[src/rtl/image_byte_streamer.sv]
`default_nettype none
// +--------------------------------------------------------------------------+
// | image_byte_streamer: snapshots a packed image and streams it out one byte |
// | per valid/ready transfer, byte 0 first, then pulses done.  Rev 1.0        |
// +--------------------------------------------------------------------------+
module image_byte_streamer #(
  parameter int IMG_BYTES  = 113,
  parameter int TOTAL_BITS = 904
) (
  input  logic                  clk,
  input  logic                  rst_n,
  input  logic                  start,
  input  logic                  abort,
  input  logic [TOTAL_BITS-1:0] img_in,
  output logic [7:0]            dout,
  output logic                  dout_valid,
  input  logic                  dout_ready,
  output logic                  busy,
  output logic                  done,
  output logic [6:0]            byte_index
);

  typedef enum logic [1:0] {
    ST_IDLE = 2'd0,
    ST_SEND = 2'd1,
    ST_DONE = 2'd2
  } state_t;

  localparam logic [6:0] LAST_IDX = 7'(IMG_BYTES - 1);

  state_t                state_q, state_d;
  logic [6:0]            index_q, index_d;
  logic [TOTAL_BITS-1:0] shadow_q, shadow_d;
  logic                  xfer;
  logic [9:0]            bit_offset;

  always_ff @(posedge clk or negedge rst_n) begin
    if (!rst_n) begin
      state_q <= ST_IDLE;
      index_q <= '0;
    end else begin
      state_q <= state_d;
      index_q <= index_d;
    end
  end

  // The shadow needs no reset: it is only read in SEND, which always follows a capture.
  always_ff @(posedge clk) begin
    shadow_q <= shadow_d;
  end

  always_comb begin
    state_d  = state_q;
    index_d  = index_q;
    shadow_d = shadow_q;
    xfer     = (state_q == ST_SEND) && dout_ready;
    if (abort) begin
      state_d = ST_IDLE;
      index_d = '0;
    end else begin
      case (state_q)
        ST_IDLE: begin
          if (start) begin
            shadow_d = img_in;
            index_d  = '0;
            state_d  = ST_SEND;
          end
        end
        ST_SEND: begin
          if (xfer) begin
            if (index_q == LAST_IDX) begin
              state_d = ST_DONE;
            end else begin
              index_d = index_q + 7'd1;
            end
          end
        end
        ST_DONE: begin
          state_d = ST_IDLE;
          index_d = '0;
        end
        default: begin
          state_d = ST_IDLE;
          index_d = '0;
        end
      endcase
    end
  end

  // Outputs depend only on registered state, index and shadow; dout_ready never reaches them.
  always_comb begin
    bit_offset = {index_q, 3'b000};
    dout_valid = (state_q == ST_SEND);
    dout       = dout_valid ? shadow_q[bit_offset +: 8] : 8'h00;
    busy       = (state_q == ST_SEND) || (state_q == ST_DONE);
    done       = (state_q == ST_DONE);
    byte_index = index_q;
  end

endmodule
`default_nettype wire

[config.mk]
export PLATFORM = sky130hd
export DESIGN_NAME = image_byte_streamer
export DESIGN_NICKNAME = d
export VERILOG_FILES = /design/src/rtl/image_byte_streamer.sv
export SDC_FILE = /design/constraint.sdc
export NUM_CORES = 1
export LEC_CHECK = 0
export BUFFER_PORTS_ARGS = -buffer_cell sky130_fd_sc_hd__buf_2
export CAP_MARGIN = 20
export CORE_AREA = 3 3 360 362
export DETAILED_ROUTE_END_ITERATION = 10
export DIE_AREA = 0 0 363 365
export SYNTH_ARGS = -nofsm -noshare
export SYNTH_HDL_FRONTEND = slang
export SYNTH_SLANG_ARGS = --single-unit
[constraint.sdc]
create_clock -name clk -period 36.7 [get_ports clk]
set_input_delay 5.505 -clock clk [delete_from_list [all_inputs] [get_ports clk]]
set_output_delay 5.505 -clock clk [all_outputs]
set_load 0.05 [all_outputs]
## Word-level counts from Yosys, hierarchy flattened

Cells that the tools add are included.

- Flip-flop bits (word level): 913
- Input port bits: 909
- Output and inout port bits: 18
- Word-level logic and storage cells: 30

- $add $sub $neg: 1
- Equal/unequal tests: 7
- Shift-type cells: 1
- Mux-type cells: 11
- Bitwise gates (word level): 1
- Reductions and logical operators: 6

Operators by type and width:

| cell | count |
|---|---|
| indexed part select 904 x 11 -> 8 bit | 1 |
| two-way mux 7 bit | 4 |
| one-hot mux 7 bit (2 select lines) | 1 |
| AND reduction 3 bit | 3 |
| two-way mux 2 bit | 4 |
| two-way mux 8 bit | 1 |
| adder 7 x 1 -> 7 bit (second input constant) | 1 |
| == test 7 bit (second input constant) | 1 |
| inequality test 3 x 2 -> 1 bit (second input constant) | 2 |
| inequality test 3 bit (second input constant) | 2 |
| one-hot mux 2 bit (2 select lines) | 1 |
| == test 2 x 1 -> 1 bit (second input constant) | 1 |
| == test 2 bit (second input constant) | 1 |
| zero test 2 bit | 1 |
| logical AND 1 bit | 1 |
| logical OR 1 bit | 1 |
| NOT 1 bit | 1 |

## Depth between registers and ports, before layout

- Word-level depth: 5
- Mapped depth: 11
- Mapped depth without buffers: 8

## Worst setup path before layout

Ideal clock, no wire load.

- Kind: input to register
- Start: input start
- End: register shadow_q[0] (enable)
- Library setup time: 1.402 ns
- Data arrival time: 25.945 ns
- Required time: 35.298 ns
- Slack: 9.353 ns
- Stages: 1
- Buffers on the path: 0
- Path through: and3b_1

- Word-level cells in the longest chain between the ends: 1

RTL lines:

| item | RTL line | text |
|---|---|---|
| start, declared | 12 | `input logic start,` |
| AND reduction 3 bit (no source line) | n/a |  |
| end signal, assigned | 49 | `shadow_q <= shadow_d;` |
| end, declared | 33 | `logic [TOTAL_BITS-1:0] shadow_q, shadow_d;` |

Every way passes these cells.
A chain may end at the register's enable or synchronous reset.

## Worst setup path after layout

- Start: register index_q[0], in the netlist byte_index[0]
- End: output dout[4]

- Word-level cells in the longest chain between the ends: 2

RTL lines:

| item | RTL line | text |
|---|---|---|
| start, declared | 32 | `logic [6:0] index_q, index_d;` |
| start signal, assigned | 43 | `index_q <= index_d;` |
| indexed part select 904 x 11 -> 8 bit | 94 | `dout = dout_valid ? shadow_q[bit_offset +: 8] : 8'h00;` |
| two-way mux 8 bit | 94 |  |
| end, declared | 15 | `output logic [7:0] dout,` |

Every way passes these cells.

==> reports/summary.txt <==
NumNets Final = 3593
register area share after synthesis = 0.773
most used flip-flop cell after synthesis = edfxtp_1
critical path capture point type = primary output
via count = 20.8k
Placed Instance Area = 41900 µm²
Hold Fails Final Rpt = 0
setup violators final = 0
CP startpoint kind = flip-flop
syn nets = 2615
CP Cell Sequence = buf_4 > buf_4 > buf_4 > buf_4 > mux4_2 > a22oi_1 > a21oi_1 > o31ai_1 > a22oi_1 > buf_2
NetSw = 0.000588 W
post_cts resized = 0
max cap viols = 0
# clock sinks = 913
first-pass GRT wire length = 169000 µm
Pint = 0.00190 W
die span in x = 363 µm
crit path setup slack, layout = 24.35 ns
final setup TNS = 0 ns
critical path arrival = 6.85 ns
Pins Over Slew Limit = 0
Syn Area/Cell = 20.8 µm²
Setup Skew = 0.0187 ns
GPL Wtd Cong = 0.844
cell area after layout = 45200 µm²
min Tclk post-route = 12.35 ns
core area = 127000 µm²
CTS root buffer = clkbuf_16
Worst Path Buf+Inv = 5
number of global-route vias before repair = 21.4k
Slowest Stage Delay on Critical Path = 0.98 ns
Via-to-Cell Ratio = 4.67
DRC = 0
clock power share = 0.401
count of state elements after synthesis = 913
Worst-Skew Late Latency = 0.72 ns
delay-heaviest family, CP = buffers and inverters
Mapped Area = 35400 µm²
H-tree levels = 3
global-route usage over all layers = 0.187
Slowest-stage cell, CP = dfrtp_4
RSZ-0062 raised after global routing = no
layout cells sized above 1 = 0.465
Starting Density = 0.279
die height = 365 µm
fillers = 12.0k
R2R Setup Slk = 30.45 ns
initial antenna violation count = 53
post-DP HPWL = 97300 µm
Hold Buf Count CTS = 0
ratio of final minimum period to clock period = 0.337
static leakage = 16.0 nW
num ports = 927
CP Data Required Time = 31.19 ns
synth-to-layout area growth = 27.7%
Max FO, Critical Path = 47
post-synthesis cell count = 1700
CTS tree = done
switching share of power = 0.236
Post-synth EDFFs = 904
GRT overflow = 0
die area = 132000 µm²
initial detailed-routing violation count = 1907
Seq pwr share = 0.502
combinational fraction of design power = 0.097
status = finished clean
DRT Wirelength = 129000 µm
Top cell by count, worst path = buf_4
Slew HR = 0.205
Core Rows = 131
Peak VDD IR = 0.0402 mV
Async S/R FF share, synth = 0.00986
Routed Antenna Nets = 0
Port Buf Inserts = 926
cts bufs inserted = 100
Yosys cell types = 55
Max clock buf depth = 3
CP Class = flip-flop to primary output
setup bufs post-CTS = 0
Min-Delay Path Class = flip-flop to flip-flop
WL/cell = 28.9 µm
f_max = 81.0 MHz
router iterations before antenna repair = 5
Reg clk slew, reported paths = 0.06 ns
Warnings, synthesis = 0
final hold slack = 0.562 ns
setup slack at placement = 24.91 ns
pin count of the biggest net entering global routing = 172
worst-margin pin slew = 1.18 ns
Cell Pwr Density = 55.1 nW/µm²
-- Yosys cell counts (4+ instances only) --
master,count,area (µm²)
a2111oi_0,4,35.0
buf_6,14,158
buf_12,7,140
mux4_2,141,3180
o221ai_1,15,131
nand3_1,15,75.1
and3_1,10,62.6
buf_8,5,75.1
edfxtp_1,904,27100
inv_1,11,41.3
buf_1,7,26.3
ha_1,6,75.1
o21ai_0,18,90.1
nor2b_1,11,68.8
o2111ai_1,11,96.3
a211oi_1,14,105
clkbuf_1,31,116
a21oi_1,35,175
buf_2,22,110
mux2i_1,156,1560
nor2_1,28,105
a221oi_1,14,123
a22o_1,10,87.6
and2_1,4,25.0
dfrtp_1,9,225
a22oi_1,30,225
mux4_1,12,315
nand2_1,76,285
o21ai_1,5,25.0
nand4_1,5,31.3
o22ai_1,18,113
buf_4,8,60.1
a2bb2oi_1,4,35.0
-- power by group through the flow --
| stage | clock network, W | logic [W] | registers [W] |
|---|---|---|---|
| after global routing | 0.00106 | 0.000262 | 0.00126 |
| after CTS | 0.00102 | 0.000248 | 0.00125 |
| after detailed placement | 0 | 0.000248 | 0.00127 |
| after floorplan | 0 | 0.000145 | 0.00133 |
| final | 0.000998 | 0.000242 | 0.00125 |
| after global placement | 0 | 0.000245 | 0.00127 |
-- state kept, by name, indices dropped and copies added, names as in the netlist --
name        count
shadow_q      904
state_q         2
byte_index      7
-- placed cells by master, fill, tap and decap left out, types with 15 or more instances in the layout --
master       n
buf_2      926
edfxtp_1   904
mux2i_1    156
mux4_2     141
clkbuf_16  101
nand2_1     76
buf_4       40
a21oi_1     35
diode_2     30
a22oi_1     30
nor2_1      26
clkinv_1    20
o22ai_1     18
o21ai_0     18
clkinv_2    17
clkbuf_1    16
nand3_1     15
o221ai_1    15
-- final timing paths --
kind | startpoint | depth (start not counted) | to
setup / recovery | byte_index[0]$_DFFE_PN0P_ | 10 | dout[4]
hold / removal | state_q[1]$_DFFE_PN0P_ | 2 | state_q[1]$_DFFE_PN0P_
setup reg to reg | state_q[0]$_DFFE_PN0P_ | 8 | shadow_q[677]$_DFFE_PP_
hold reg to reg | state_q[1]$_DFFE_PN0P_ | 2 | state_q[1]$_DFFE_PN0P_
max in group asynchronous | rst_n | 1 | byte_index[2]$_DFFE_PN0P_
min in group asynchronous | rst_n | 1 | state_q[0]$_DFFE_PN0P_
-- final cells by class --
type | count | area (µm²) | share of cell area
inverters | 13 | 48.8 | 0.00108
well taps | 1662 | 2080 | 0.0460
diodes | 30 | 75.1 | 0.00166
repair buffers | 971 | 5030 | 0.111
multi-input cells | 679 | 7340 | 0.162
clock inverters | 68 | 669 | 0.0148
flip-flops and latches | 913 | 27400 | 0.606
clock buffers | 117 | 2590 | 0.0572
-- kinds of logic after synthesis --
group | count (synthesis) | share of synthesized area
AOI/OAI and AO/OA | 190 | 0.0379
xor gates and xnor gates | 3 | 0.000742
adders and majority gates | 6 | 0.00212
buffers and inverters | 108 | 0.0209
DFF | 913 | 0.773
muxes | 311 | 0.143
and+or+nand+nor | 169 | 0.0222
-- layer usage --
metal	up-vias	routed length (µm)	GRT usage
met5	-	138	0
met4	22	3550	0.0670
met3	184	10300	0.0502
met2	944	65000	0.321
met1	10500	49700	0.228
li1	9099	-	-
-- worst min-delay path, stage by stage (launching register included) --
cell,delay (ns)
dfrtp_1,0.39
nor2_1,0.07
nor2_1,0.07
-- per-stage QoR --
step / power [W] / std cells / utilization
after floorplan: 0.00148 / 1700 / -
after CTS: 0.00252 / 4423 / 0.355
after global placement: 0.00152 / 4233 / 0.329
after global routing: 0.00258 / 4440 / 0.356
final: 0.00249 / 4453 / 0.356
after detailed placement: 0.00152 / 4238 / 0.330
No activity file was read; power rests on OpenSTA's default activity.
